<file path="src/rtl/mem_stage_mq_if.sv">
// EX/WB/data-SRAM signal bundle for the queued MEM stage.
// The slave modport is the MEM stage; the master modport is its surroundings.
interface mem_stage_mq_if #(
  parameter int PAYLOAD_W = 128,
  parameter int DEPTH     = 4
);
  logic                         flush;
  logic                         es_to_ms_valid;
  logic                         ms_allowin;
  logic [PAYLOAD_W-1:0]         es_to_ms_bus;
  logic                         es_mem_req;
  logic                         es_res_from_mem;
  logic [2:0]                   es_ld_op;
  logic [1:0]                   es_addr_lo;
  logic                         ms_req_allow;
  logic                         ms_to_ws_valid;
  logic                         ws_allowin;
  logic [PAYLOAD_W-1:0]         ms_to_ws_bus;
  logic                         ms_res_from_mem;
  logic [31:0]                  ms_mem_result;
  logic [$clog2(DEPTH+1)-1:0]   ms_occupancy;
  logic                         ms_resp_err;
  logic                         data_sram_data_ok;
  logic [31:0]                  data_sram_rdata;

  modport slave (
    input  flush, es_to_ms_valid, es_to_ms_bus, es_mem_req, es_res_from_mem,
           es_ld_op, es_addr_lo, ws_allowin, data_sram_data_ok, data_sram_rdata,
    output ms_allowin, ms_req_allow, ms_to_ws_valid, ms_to_ws_bus,
           ms_res_from_mem, ms_mem_result, ms_occupancy, ms_resp_err
  );

  modport master (
    output flush, es_to_ms_valid, es_to_ms_bus, es_mem_req, es_res_from_mem,
           es_ld_op, es_addr_lo, ws_allowin, data_sram_data_ok, data_sram_rdata,
    input  ms_allowin, ms_req_allow, ms_to_ws_valid, ms_to_ws_bus,
           ms_res_from_mem, ms_mem_result, ms_occupancy, ms_resp_err
  );
endinterface

</file>
<file path="src/rtl/mem_stage_mq.sv">
// Queued MEM stage: in-order entries with several outstanding data requests,
// in-order response matching, load extraction and flush-time response dropping.
module mem_stage_mq #(
  parameter int PAYLOAD_W = 128,
  parameter int DEPTH     = 4,
  parameter int MAX_OUT   = 4
) (
  input  logic          clk,
  input  logic          reset,
  mem_stage_mq_if.slave bus
);
  localparam int PW = (DEPTH > 1) ? $clog2(DEPTH) : 1;
  localparam int OW = $clog2(DEPTH+1);
  localparam int DW = $clog2(MAX_OUT+1);
  localparam int SW = OW + DW + 1;

  typedef struct packed {
    logic [PAYLOAD_W-1:0] payload;
    logic                 need;
    logic                 got;
    logic [31:0]          rdata;
    logic                 res;
    logic [2:0]           ld_op;
    logic [1:0]           addr_lo;
  } entry_t;

  entry_t          q [DEPTH];
  logic [DEPTH-1:0] vld;
  logic [PW-1:0]   head, tail;
  logic [OW-1:0]   occ;
  logic [DW-1:0]   drop_cnt;
  logic            resp_err;

  logic [OW-1:0]   pending;
  logic            fill_found;
  logic [PW-1:0]   fill_idx;
  logic [PW-1:0]   idx;

  // Oldest entry still waiting for data, scanning from head in age order.
  always_comb begin
    pending    = '0;
    fill_found = 1'b0;
    fill_idx   = head;
    idx        = head;
    for (int k = 0; k < DEPTH; k++) begin
      idx = head + PW'(k);
      if (vld[idx] && q[idx].need && !q[idx].got) begin
        pending = pending + OW'(1);
        if (!fill_found) begin
          fill_found = 1'b1;
          fill_idx   = idx;
        end
      end
    end
  end

  logic drop_hit, fill_hit, err_hit, head_fill;
  logic push, pop, head_done, allowin;
  entry_t hd;

  assign hd        = q[head];
  assign drop_hit  = bus.data_sram_data_ok && (drop_cnt != '0);
  assign fill_hit  = bus.data_sram_data_ok && !drop_hit && fill_found;
  assign err_hit   = bus.data_sram_data_ok && !drop_hit && !fill_found;
  assign head_fill = fill_hit && (fill_idx == head);

  assign allowin   = occ < OW'(DEPTH);
  assign head_done = (occ != '0) && (!hd.need || hd.got || head_fill);
  assign push      = bus.es_to_ms_valid && allowin && !bus.flush;
  assign pop       = head_done && bus.ws_allowin && !bus.flush;

  // Dropped responses count against the in-flight limit until they return.
  logic [SW-1:0] drop_flush;
  assign drop_flush = SW'(drop_cnt) + SW'(pending) - SW'(fill_hit)
                    + SW'(bus.es_to_ms_valid && bus.es_mem_req) - SW'(drop_hit);

  logic [31:0] word, sh, fmt;
  assign word = head_fill ? bus.data_sram_rdata : hd.rdata;
  assign sh   = word >> {hd.addr_lo, 3'b000};

  always_comb begin
    case (hd.ld_op)
      3'd1:    fmt = {{24{sh[7]}}, sh[7:0]};
      3'd2:    fmt = {24'h0, sh[7:0]};
      3'd3:    fmt = {{16{sh[15]}}, sh[15:0]};
      3'd4:    fmt = {16'h0, sh[15:0]};
      default: fmt = sh;
    endcase
  end

  always_ff @(posedge clk or posedge reset) begin
    if (reset) begin
      vld      <= '0;
      head     <= '0;
      tail     <= '0;
      occ      <= '0;
      drop_cnt <= '0;
      resp_err <= 1'b0;
    end else begin
      if (err_hit) resp_err <= 1'b1;
      if (bus.flush) begin
        vld      <= '0;
        head     <= '0;
        tail     <= '0;
        occ      <= '0;
        drop_cnt <= DW'(drop_flush);
      end else begin
        drop_cnt <= drop_cnt - DW'(drop_hit);
        if (push) begin
          vld[tail] <= 1'b1;
          tail      <= tail + PW'(1);
        end
        if (pop) begin
          vld[head] <= 1'b0;
          head      <= head + PW'(1);
        end
        occ <= occ + OW'(push) - OW'(pop);
      end
    end
  end

  // Entry storage needs no reset: every field is qualified by vld.
  always_ff @(posedge clk) begin
    if (fill_hit) begin
      q[fill_idx].got   <= 1'b1;
      q[fill_idx].rdata <= bus.data_sram_rdata;
    end
    if (push) begin
      q[tail].payload <= bus.es_to_ms_bus;
      q[tail].need    <= bus.es_mem_req;
      q[tail].got     <= 1'b0;
      q[tail].rdata   <= '0;
      q[tail].res     <= bus.es_res_from_mem;
      q[tail].ld_op   <= bus.es_ld_op;
      q[tail].addr_lo <= bus.es_addr_lo;
    end
  end

  assign bus.ms_allowin      = allowin;
  assign bus.ms_req_allow    = (SW'(pending) + SW'(drop_cnt)) < SW'(MAX_OUT);
  assign bus.ms_to_ws_valid  = head_done;
  assign bus.ms_to_ws_bus    = hd.payload;
  assign bus.ms_res_from_mem = hd.res;
  assign bus.ms_mem_result   = fmt;
  assign bus.ms_occupancy    = occ;
  assign bus.ms_resp_err     = resp_err;
endmodule

</file>
<file path="src/flat_wrapper.sv">
// flat-port wrapper written by rule: the top's interface ports become plain ports
module mem_stage_mq_flat 
#(
  parameter int PAYLOAD_W = 128,
  parameter int DEPTH     = 4,
  parameter int MAX_OUT   = 4
)
  (clk, reset, bus_flush, bus_es_to_ms_valid, bus_es_to_ms_bus, bus_es_mem_req, bus_es_res_from_mem, bus_es_ld_op, bus_es_addr_lo, bus_ws_allowin, bus_data_sram_data_ok, bus_data_sram_rdata, bus_ms_allowin, bus_ms_req_allow, bus_ms_to_ws_valid, bus_ms_to_ws_bus, bus_ms_res_from_mem, bus_ms_mem_result, bus_ms_occupancy, bus_ms_resp_err);
  mem_stage_mq_if #(.PAYLOAD_W(PAYLOAD_W), .DEPTH(DEPTH)) bus_i ();
  input  logic clk;
  input  logic reset;
  input wire logic [$bits(bus_i.flush)-1:0] bus_flush;
  input wire logic [$bits(bus_i.es_to_ms_valid)-1:0] bus_es_to_ms_valid;
  input wire logic [$bits(bus_i.es_to_ms_bus)-1:0] bus_es_to_ms_bus;
  input wire logic [$bits(bus_i.es_mem_req)-1:0] bus_es_mem_req;
  input wire logic [$bits(bus_i.es_res_from_mem)-1:0] bus_es_res_from_mem;
  input wire logic [$bits(bus_i.es_ld_op)-1:0] bus_es_ld_op;
  input wire logic [$bits(bus_i.es_addr_lo)-1:0] bus_es_addr_lo;
  input wire logic [$bits(bus_i.ws_allowin)-1:0] bus_ws_allowin;
  input wire logic [$bits(bus_i.data_sram_data_ok)-1:0] bus_data_sram_data_ok;
  input wire logic [$bits(bus_i.data_sram_rdata)-1:0] bus_data_sram_rdata;
  output wire logic [$bits(bus_i.ms_allowin)-1:0] bus_ms_allowin;
  output wire logic [$bits(bus_i.ms_req_allow)-1:0] bus_ms_req_allow;
  output wire logic [$bits(bus_i.ms_to_ws_valid)-1:0] bus_ms_to_ws_valid;
  output wire logic [$bits(bus_i.ms_to_ws_bus)-1:0] bus_ms_to_ws_bus;
  output wire logic [$bits(bus_i.ms_res_from_mem)-1:0] bus_ms_res_from_mem;
  output wire logic [$bits(bus_i.ms_mem_result)-1:0] bus_ms_mem_result;
  output wire logic [$bits(bus_i.ms_occupancy)-1:0] bus_ms_occupancy;
  output wire logic [$bits(bus_i.ms_resp_err)-1:0] bus_ms_resp_err;
  assign bus_i.flush = bus_flush;
  assign bus_i.es_to_ms_valid = bus_es_to_ms_valid;
  assign bus_i.es_to_ms_bus = bus_es_to_ms_bus;
  assign bus_i.es_mem_req = bus_es_mem_req;
  assign bus_i.es_res_from_mem = bus_es_res_from_mem;
  assign bus_i.es_ld_op = bus_es_ld_op;
  assign bus_i.es_addr_lo = bus_es_addr_lo;
  assign bus_i.ws_allowin = bus_ws_allowin;
  assign bus_i.data_sram_data_ok = bus_data_sram_data_ok;
  assign bus_i.data_sram_rdata = bus_data_sram_rdata;
  assign bus_ms_allowin = bus_i.ms_allowin;
  assign bus_ms_req_allow = bus_i.ms_req_allow;
  assign bus_ms_to_ws_valid = bus_i.ms_to_ws_valid;
  assign bus_ms_to_ws_bus = bus_i.ms_to_ws_bus;
  assign bus_ms_res_from_mem = bus_i.ms_res_from_mem;
  assign bus_ms_mem_result = bus_i.ms_mem_result;
  assign bus_ms_occupancy = bus_i.ms_occupancy;
  assign bus_ms_resp_err = bus_i.ms_resp_err;
  mem_stage_mq #(.PAYLOAD_W(PAYLOAD_W), .DEPTH(DEPTH), .MAX_OUT(MAX_OUT)) u_core (.clk(clk), .reset(reset), .bus(bus_i));
endmodule
</file>
<file path="config.mk">
export PLATFORM = sky130hd
export DESIGN_NAME = mem_stage_mq_flat
export DESIGN_NICKNAME = d
export VERILOG_FILES = /design/src/rtl/mem_stage_mq_if.sv /design/src/rtl/mem_stage_mq.sv /design/src/flat_wrapper.sv
export SDC_FILE = /design/constraint.sdc
export NUM_CORES = 1
export LEC_CHECK = 0
export CAP_MARGIN = 40
export CORE_MARGIN = 5
export CORE_UTILIZATION = 44
export CTS_CLUSTER_DIAMETER = 60
export DETAILED_ROUTE_END_ITERATION = 10
export GPL_TIMING_DRIVEN = 0
export PLACE_DENSITY_LB_ADDON = 0.3
export SLEW_MARGIN = 40
export SYNTH_ARGS = -nofsm -noshare
export SYNTH_HDL_FRONTEND = slang
export SYNTH_SLANG_ARGS = --single-unit
</file>
<file path="constraint.sdc">
create_clock -name clk -period 5.25 [get_ports clk]
set_input_delay 0.525 -clock clk [delete_from_list [all_inputs] [get_ports clk]]
set_output_delay 0.525 -clock clk [all_outputs]
set_load 0.02 [all_outputs]
</file>
==> results of run 1 <==
-- layer usage --
metal	GRT usage [%]	up-vias
met1	26.7	8780
li1	-	7659
met3	7.38	134
met5	0	-
met2	35.4	738
met4	5.37	14
-- Yosys cell counts, drive strengths merged, types with 2 or more instances --
cell | number | area share, %
or3 | 3 | 0.085
mux2i | 25 | 0.89
xnor2 | 11 | 0.34
nand3 | 189 | 3.4
o21ai | 139 | 2.5
mux2 | 8 | 0.33
a21oi | 147 | 2.6
nand4 | 6 | 0.13
fa | 3 | 0.21
dfxtp | 132 | 9.4
nor3 | 6 | 0.17
o2111a | 2 | 0.080
nand2 | 72 | 0.97
mux4 | 177 | 14
edfxtp | 540 | 58
ha | 21 | 0.94
nor2 | 24 | 0.32
nor2b | 11 | 0.27
a21o | 2 | 0.080
dfrtp | 15 | 1.3
nand2b | 4 | 0.089
and3 | 4 | 0.089
o211ai | 5 | 0.15
buf | 70 | 1.6
xor2 | 2 | 0.063
nand3b | 5 | 0.13
and2 | 3 | 0.067
inv | 20 | 0.28
o2111ai | 2 | 0.11
clkbuf | 62 | 0.83
-- what timing repair did --
| action | CTS | global route |
|---|---|---|
| setup endpoints to repair | 127 | 28 |
| pin swaps | 0 | 1 |
| gates resized for setup | 9 | 6 |
| gates cloned | 0 | 0 |
-- logic make-up after synthesis --
logic type | Yosys count | share of synthesized area [%]
xor+xnor | 13 | 0.406
fa+ha+maj | 24 | 1.15
buf+inv | 153 | 2.73
simple gates | 327 | 5.71
flops | 687 | 68.6
mux | 210 | 15.5
compound gates | 308 | 5.92
-- how the worst max path moves through the flow --
stage	startpoint	to	cells past startpoint
global placement	bus_es_to_ms_valid	u_core.q[1][90]$_DFFE_PP_	6
detailed placement	u_core.head[0]$_DFFE_PP0P_	bus_ms_req_allow	17
CTS	u_core.head[0]$_DFFE_PP0P_	bus_ms_req_allow	17
global route	u_core.head[0]$_DFFE_PP0P_	bus_ms_mem_result[11]	14
floorplan	u_core.head[0]$_DFFE_PP0P_	bus_ms_req_allow	16
finish	u_core.head[0]$_DFFE_PP0P_	bus_ms_mem_result[15]	14
-- sequential cells by signal, indices dropped and copies added, names as in the netlist --
| name | cells |
|---|---|
| u_core.q | 672 |
| u_core.bus.ms_resp_err | 1 |
| u_core.vld | 4 |
| u_core.drop_cnt | 3 |
| u_core.head | 2 |
| u_core.tail | 2 |
| u_core.bus.ms_occupancy | 3 |
-- power groups by stage --
| stage | Sequential, W | Clock (W) | Combinational [W] |
|---|---|---|---|
| 3_5_place_dp | 0.00668 | 0 | 0.00393 |
| 3_3_place_gp | 0.00670 | 0 | 0.00386 |
| 6_report | 0.00657 | 0.00535 | 0.00393 |
| 5_1_grt | 0.00660 | 0.00569 | 0.00420 |
| 4_1_cts | 0.00657 | 0.00545 | 0.00396 |
| 2_1_floorplan | 0.00665 | 0 | 0.00234 |
-- worst max-delay path: stages, from the launching register on --
cell,delay [ns]
dfrtp_1,0.41
buf_6,0.17
inv_4,0.11
ha_2,0.34
nor2b_4,0.16
or3_4,0.41
clkinv_2,0.09
ha_2,0.23
buf_6,0.17
nor2_2,0.08
nand2_2,0.19
mux2i_1,0.36
nand2_1,0.31
o21ai_0,0.23
clkdlybuf4s50_1,0.67
-- final cells by class --
type,count,area (um^2),area share [%]
inverter,21,82.6,0.234
timing repair buffer,347,3610,10.2
sequential,687,19200,54.5
antenna,3,7.51,0.0213
tap,846,1060,3.00
multi-input combinational,882,8040,22.8
clock inverter,46,588,1.66
buffer,131,732,2.07
clock buffer,92,1970,5.58
-- metrics by stage --
stage | utilization (%) | TNS, ns | power (W) | instance area [um^2]
floorplan | - | 0 | 0.00899 | 28000
global placement | 51.5 | -350.48 | 0.0106 | 32500
detailed placement | 51.9 | 0 | 0.0106 | 32700
CTS | 56.0 | -0.0474 | 0.0160 | 35300
global route | 56.0 | -0.104 | 0.0165 | 35300
finish | 56.0 | 0 | 0.0159 | 35300
==> flow_summary.yaml, run 1 <==
route:
  dr_wl_met2_um: 37500
  firstDrtPassIters: 6
  routed-wl-met3_um: 7340
  wl_um: 74700
  drt_iter0_markers: 1559
  dr_total_vias: 17300
  ant_nets: 0
  drc: 0
  drt-met1-wl_um: 28200
  drt-vias-per-instance: 5.67
  wl_per_cell_um: 24.5
  top_layer: "met5"
finish:
  fin_cells: 3055
  layout-drive-gt1-share_pct: 18.5
  layout_commonest_cell: "edfxtp_1"
  most-common-layout-cells: "edfxtp_1, clkdlybuf4s50_1, nand3_1"
  area_delta_synth_final_pct: 26.0
  fillerInstances: 4945
  nNetsFinal: 2342
power:
  p_comb_share_pct: 24.8
  netSwitchingPower_w: 0.00454
  clkPwrFrac_pct: 33.8
  powerDensity_mw_per_mm2: 449
  irDropWorstVdd_mv: 0.361
  internal_power_w: 0.0113
  p_leak_nw: 11.6
  pwr-share-seq_pct: 41.4
  sw_frac_of_total_pct: 28.7
logic_synthesis:
  synthArstFlopShare_pct: 2.18
  synth.distinct_cells: 59
  syn_area_mm2: 0.0280
  yosys_warnings: 0
  avgSynthCellArea_um2: 16.3
  synth-seq-cells: 687
  syn_inst: 1722
  synthFlopType: "edfxtp_1"
  synth_fp_nets: 1919
  seq_area_frac_synth_pct: 68.6
  synth_edf_count: 540
job:
  drv_cap: 0
cts:
  clock_sinks: 687
  clk_pin_slew_ns: 0.06
  post_cts_buffers: 0
  root_buffer: "clkbuf_16"
  cts-htree-levels: 3
  postCtsHoldBufs: 0
  cts.path.max_buffers: 3
  cts_tree: "built"
  clock_latency_ns: 0.62
  numCtsBuffers: 75
sta:
  slew_headroom_pct: 46.9
  fin_worst_skew_ns: 0.0344
  setup_viol: 0
  maxSlewViolCount: 0
  holdWs_ns: 0.287
  fin_ws_ns: 0.179
  fin_crit_ns: 5.07
  fin_crit_sh_pct: 96.6
  fmax_mhz: 197
  finalHoldViolCount: 0
  worst_slew_pin_slew_ns: 0.790
global_routing:
  grt_overflow: 0
  grt_max_degree: 57
  antenna_found_initial: 11
  grtUsageTotal_pct: 21.2
  grt_pass1_vias: 17900
  grt_pass1_wl_um: 113000
floorplanning:
  die_x_um: 262
  rows: 92
  top_level_ports: 341
  dieArea_mm2: 0.0688
  die_y_um: 262
  start_util_pct: 44.4
  core-area_mm2: 0.0631
place:
  io_buffers: 339
  dpl_worst_slack_ns: 0.206
  dp_hpwl_um: 51000
  place.gp.congestion: 0.924
  dp_cells: 2915
critical_path:
  cp-end-kind: "output port"
  crit_path_max_fanout: 10
  arrival_ns: 4.55
  worst_ep_required_time_ns: 4.72
  start_kind: "flip-flop"
  worstRegToRegCells: 21
  reg2reg_from: "u_core.head[0]$_DFFE_PP0P_"
  r2r_end: "u_core.bus.ms_occupancy[2]$_DFF_PP0_"
  r2r_setup_slack_ns: 0.66
  path_class: "reg -> out"
min_path:
  hp-class: "in -> async"
outcome:
  status: "finished clean"
Note: power is estimated with default switching activity, not from simulation.
==> run 2, diff against run 1 <==
--- a/config.mk
+++ b/config.mk
@@ -12,7 +12,9 @@
 export DETAILED_ROUTE_END_ITERATION = 10
 export GPL_TIMING_DRIVEN = 0
 export PLACE_DENSITY_LB_ADDON = 0.3
+export SKIP_LAST_GASP = 1
 export SLEW_MARGIN = 40
 export SYNTH_ARGS = -nofsm -noshare
 export SYNTH_HDL_FRONTEND = slang
 export SYNTH_SLANG_ARGS = --single-unit
+export TNS_END_PERCENT = 1
==> run 2 against run 1 <==
Compared with the run above: critical path depth is 1 higher; die area stayed put; clock-buffer cell count is 1 lower; hold slack better by 0.015 ns; wire length is 1.9% higher; clock power hardly changed; worst setup slack better by 0.0061 ns; critical path type unchanged; critical endpoint is now bus_ms_mem_result[28].
==> flow_summary.yaml, run 2 (same netlist as run 1, synthesis figures left out) <==
finish:
  fillerInstances: 4955
  reg_top3: "u_core.q (672), u_core.vld (4)"
  area_delta_synth_final_pct: 26.3
  largest_register_ffs: 672
  utilization_pct: 56.1
  nNetsFinal: 2353
  most-common-layout-cells: "edfxtp_1, clkdlybuf4s50_1, nand3_1"
  layout-drive-gt1-share_pct: 18.8
  top_register: "u_core.q"
  layout_commonest_cell: "edfxtp_1"
power:
  p_leak_nw: 11.7
  power.total_w: 0.0159
  powerDensity_mw_per_mm2: 449
  irDropWorstVdd_mv: 0.401
min_path:
  hp-class: "in -> async"
route:
  dr_total_vias: 17400
  drc: 0
  drt-vias-per-instance: 5.67
  drt_iter0_markers: 1669
  wl_um: 76100
  ant_nets: 0
  firstDrtPassIters: 7
  wl_per_cell_um: 24.8
sta:
  setup_viol: 0
  fin_worst_skew_ns: 0.0216
  finalHoldViolCount: 0
  fin_crit_ns: 5.06
  fin_crit_sh_pct: 96.5
  rsz0062_at_grt: "yes"
  maxSlewViolCount: 0
  fmax_mhz: 197
  slew_headroom_pct: 45.2
  worst_slew_pin_slew_ns: 0.822
cts:
  cts_tree: "built"
  clock_latency_ns: 0.60
  root_buffer: "clkbuf_16"
  numCtsBuffers: 75
  cts-htree-levels: 3
  clock_sinks: 687
  clk_pin_slew_ns: 0.06
  postCtsHoldBufs: 0
  cts.path.max_buffers: 3
global_routing:
  grt_pass1_vias: 18200
  grt_pass1_wl_um: 114000
  grt_max_degree: 57
  antenna_found_initial: 14
  grtUsageTotal_pct: 21.5
  grt_overflow: 0
critical_path:
  crit_path_max_fanout: 10
  worst_path_max_delay_cell: "clkdlybuf4s50_1"
  start_kind: "flip-flop"
  path_class: "reg -> out"
  cp-end-kind: "output port"
  critPathMaxStageDelay_ns: 0.61
  arrival_ns: 4.54
  worst_ep_required_time_ns: 4.72
  path_cells: "buf_6 -> inv_4 -> ha_2 -> nor2b_4 -> or3_4 -> clkinv_2 -> ha_1 -> buf_4 -> nor2_1 -> nand2_2 -> or3_1 -> a31o_2 -> buf_6 -> nand3_1 -> clkdlybuf4s50_1"
  critPathMostFrequentCell: "buf_6"
job:
  drv_cap: 0
place:
  place.gp.congestion: 0.933
  io_buffers: 339
  dp_hpwl_um: 52700
floorplanning:
  die_y_um: 262
  dieArea_mm2: 0.0688
  rows: 92
  core-area_mm2: 0.0631
  die_x_um: 262
  top_level_ports: 341
  start_util_pct: 44.4
outcome:
  status: "finished clean"
[run 2: changes by cell type in the layout (fill, tap and decap cells not counted), sizes merged]
| cell | previous run | this run |
|---|---|---|
| inv | 24 | 27 |
| buf | 78 | 87 |
| clkinvlp | 5 | 1 |
| bufinv | 9 | 10 |
| clkbuf | 154 | 155 |
| diode | 3 | 7 |
[run 2: final cells by class]
cell class | instances | area [um^2] | area share, %
Multi-Input combinational cell | 882 | 8040 | 22.7
Antenna cell | 7 | 17.5 | 0.0495
Clock buffer | 91 | 1990 | 5.62
Tap cell | 846 | 1060 | 2.99
Timing Repair Buffer | 357 | 3730 | 10.5
Inverter | 21 | 82.6 | 0.233
Buffer | 132 | 714 | 2.02
Clock inverter | 46 | 542 | 1.53
Sequential cell | 687 | 19200 | 54.3
[run 2: critical path, delay by kind of cell (launching register included)]
family | cells | cell delay [ns]
simple gates | 6 | 1.27
compound gates | 1 | 0.31
fa+ha+maj | 2 | 0.66
buf+inv | 6 | 1.30
flops | 1 | 0.40
[run 2: per-stage QoR]
stage               area [um^2]  worst slack [ns]  hold slack, ns  setup TNS, ns  instances
global placement          32500             -4.56           0.457       -2040.13       2907
CTS                       35300            -0.113           0.270         -0.682       3058
finish                    35400             0.185           0.303              0       3069
detailed placement        32800             0.243           0.466              0       2921
floorplan                 28000            -0.406           0.426        -168.61       1722
global route              35400           -0.0980           0.322          -1.03       3064
[run 2: per-layer routing]
metal | global-route usage [%] | vias to the layer above | wire, um
met2 | 35.3 | 763 | 37200
met3 | 8.48 | 155 | 7860
li1 | - | 7707 | -
met5 | 0 | - | 105
met4 | 6.22 | 14 | 2050
met1 | 26.6 | 8768 | 28900
[run 2: where the power goes]
part           leakage, nW  switching, W  internal (W)
Combinational         4.28       0.00220       0.00177
Sequential            6.16      0.000191       0.00638
Clock                 1.24       0.00213       0.00322
Total                 11.7       0.00451        0.0114
[run 2: what timing repair did]
| item | CTS | global route |
|---|---|---|
| gates cloned | 0 | 0 |
| gates resized for setup | 3 | 9 |
| buffers inserted | 0 | 4 |
| pin swaps | 0 | 1 |
| setup endpoints to repair | 35 | 125 |
[run 2: final timing paths]
| kind | start | to | slack [ns] | cells after the start |
|---|---|---|---|---|
| worst max register to register | u_core.head[0]$_DFFE_PP0P_ | u_core.bus.ms_occupancy[2]$_DFF_PP0_ | 0.52 | 21 |
| worst max-delay path | u_core.head[0]$_DFFE_PP0P_ | bus_ms_mem_result[28] | 0.19 | 15 |
| max in group asynchronous | reset | u_core.head[0]$_DFFE_PP0P_ | 4.54 | 2 |
| worst min register to register | u_core.q[1][14]$_SDFFE_PP0P_ | u_core.q[1][14]$_SDFFE_PP0P_ | 0.48 | 2 |
| min in group clk | bus_flush | u_core.head[1]$_DFFE_PP0P_ | 0.32 | 2 |
| worst min-delay path | reset | u_core.tail[0]$_DFFE_PP0P_ | 0.30 | 2 |
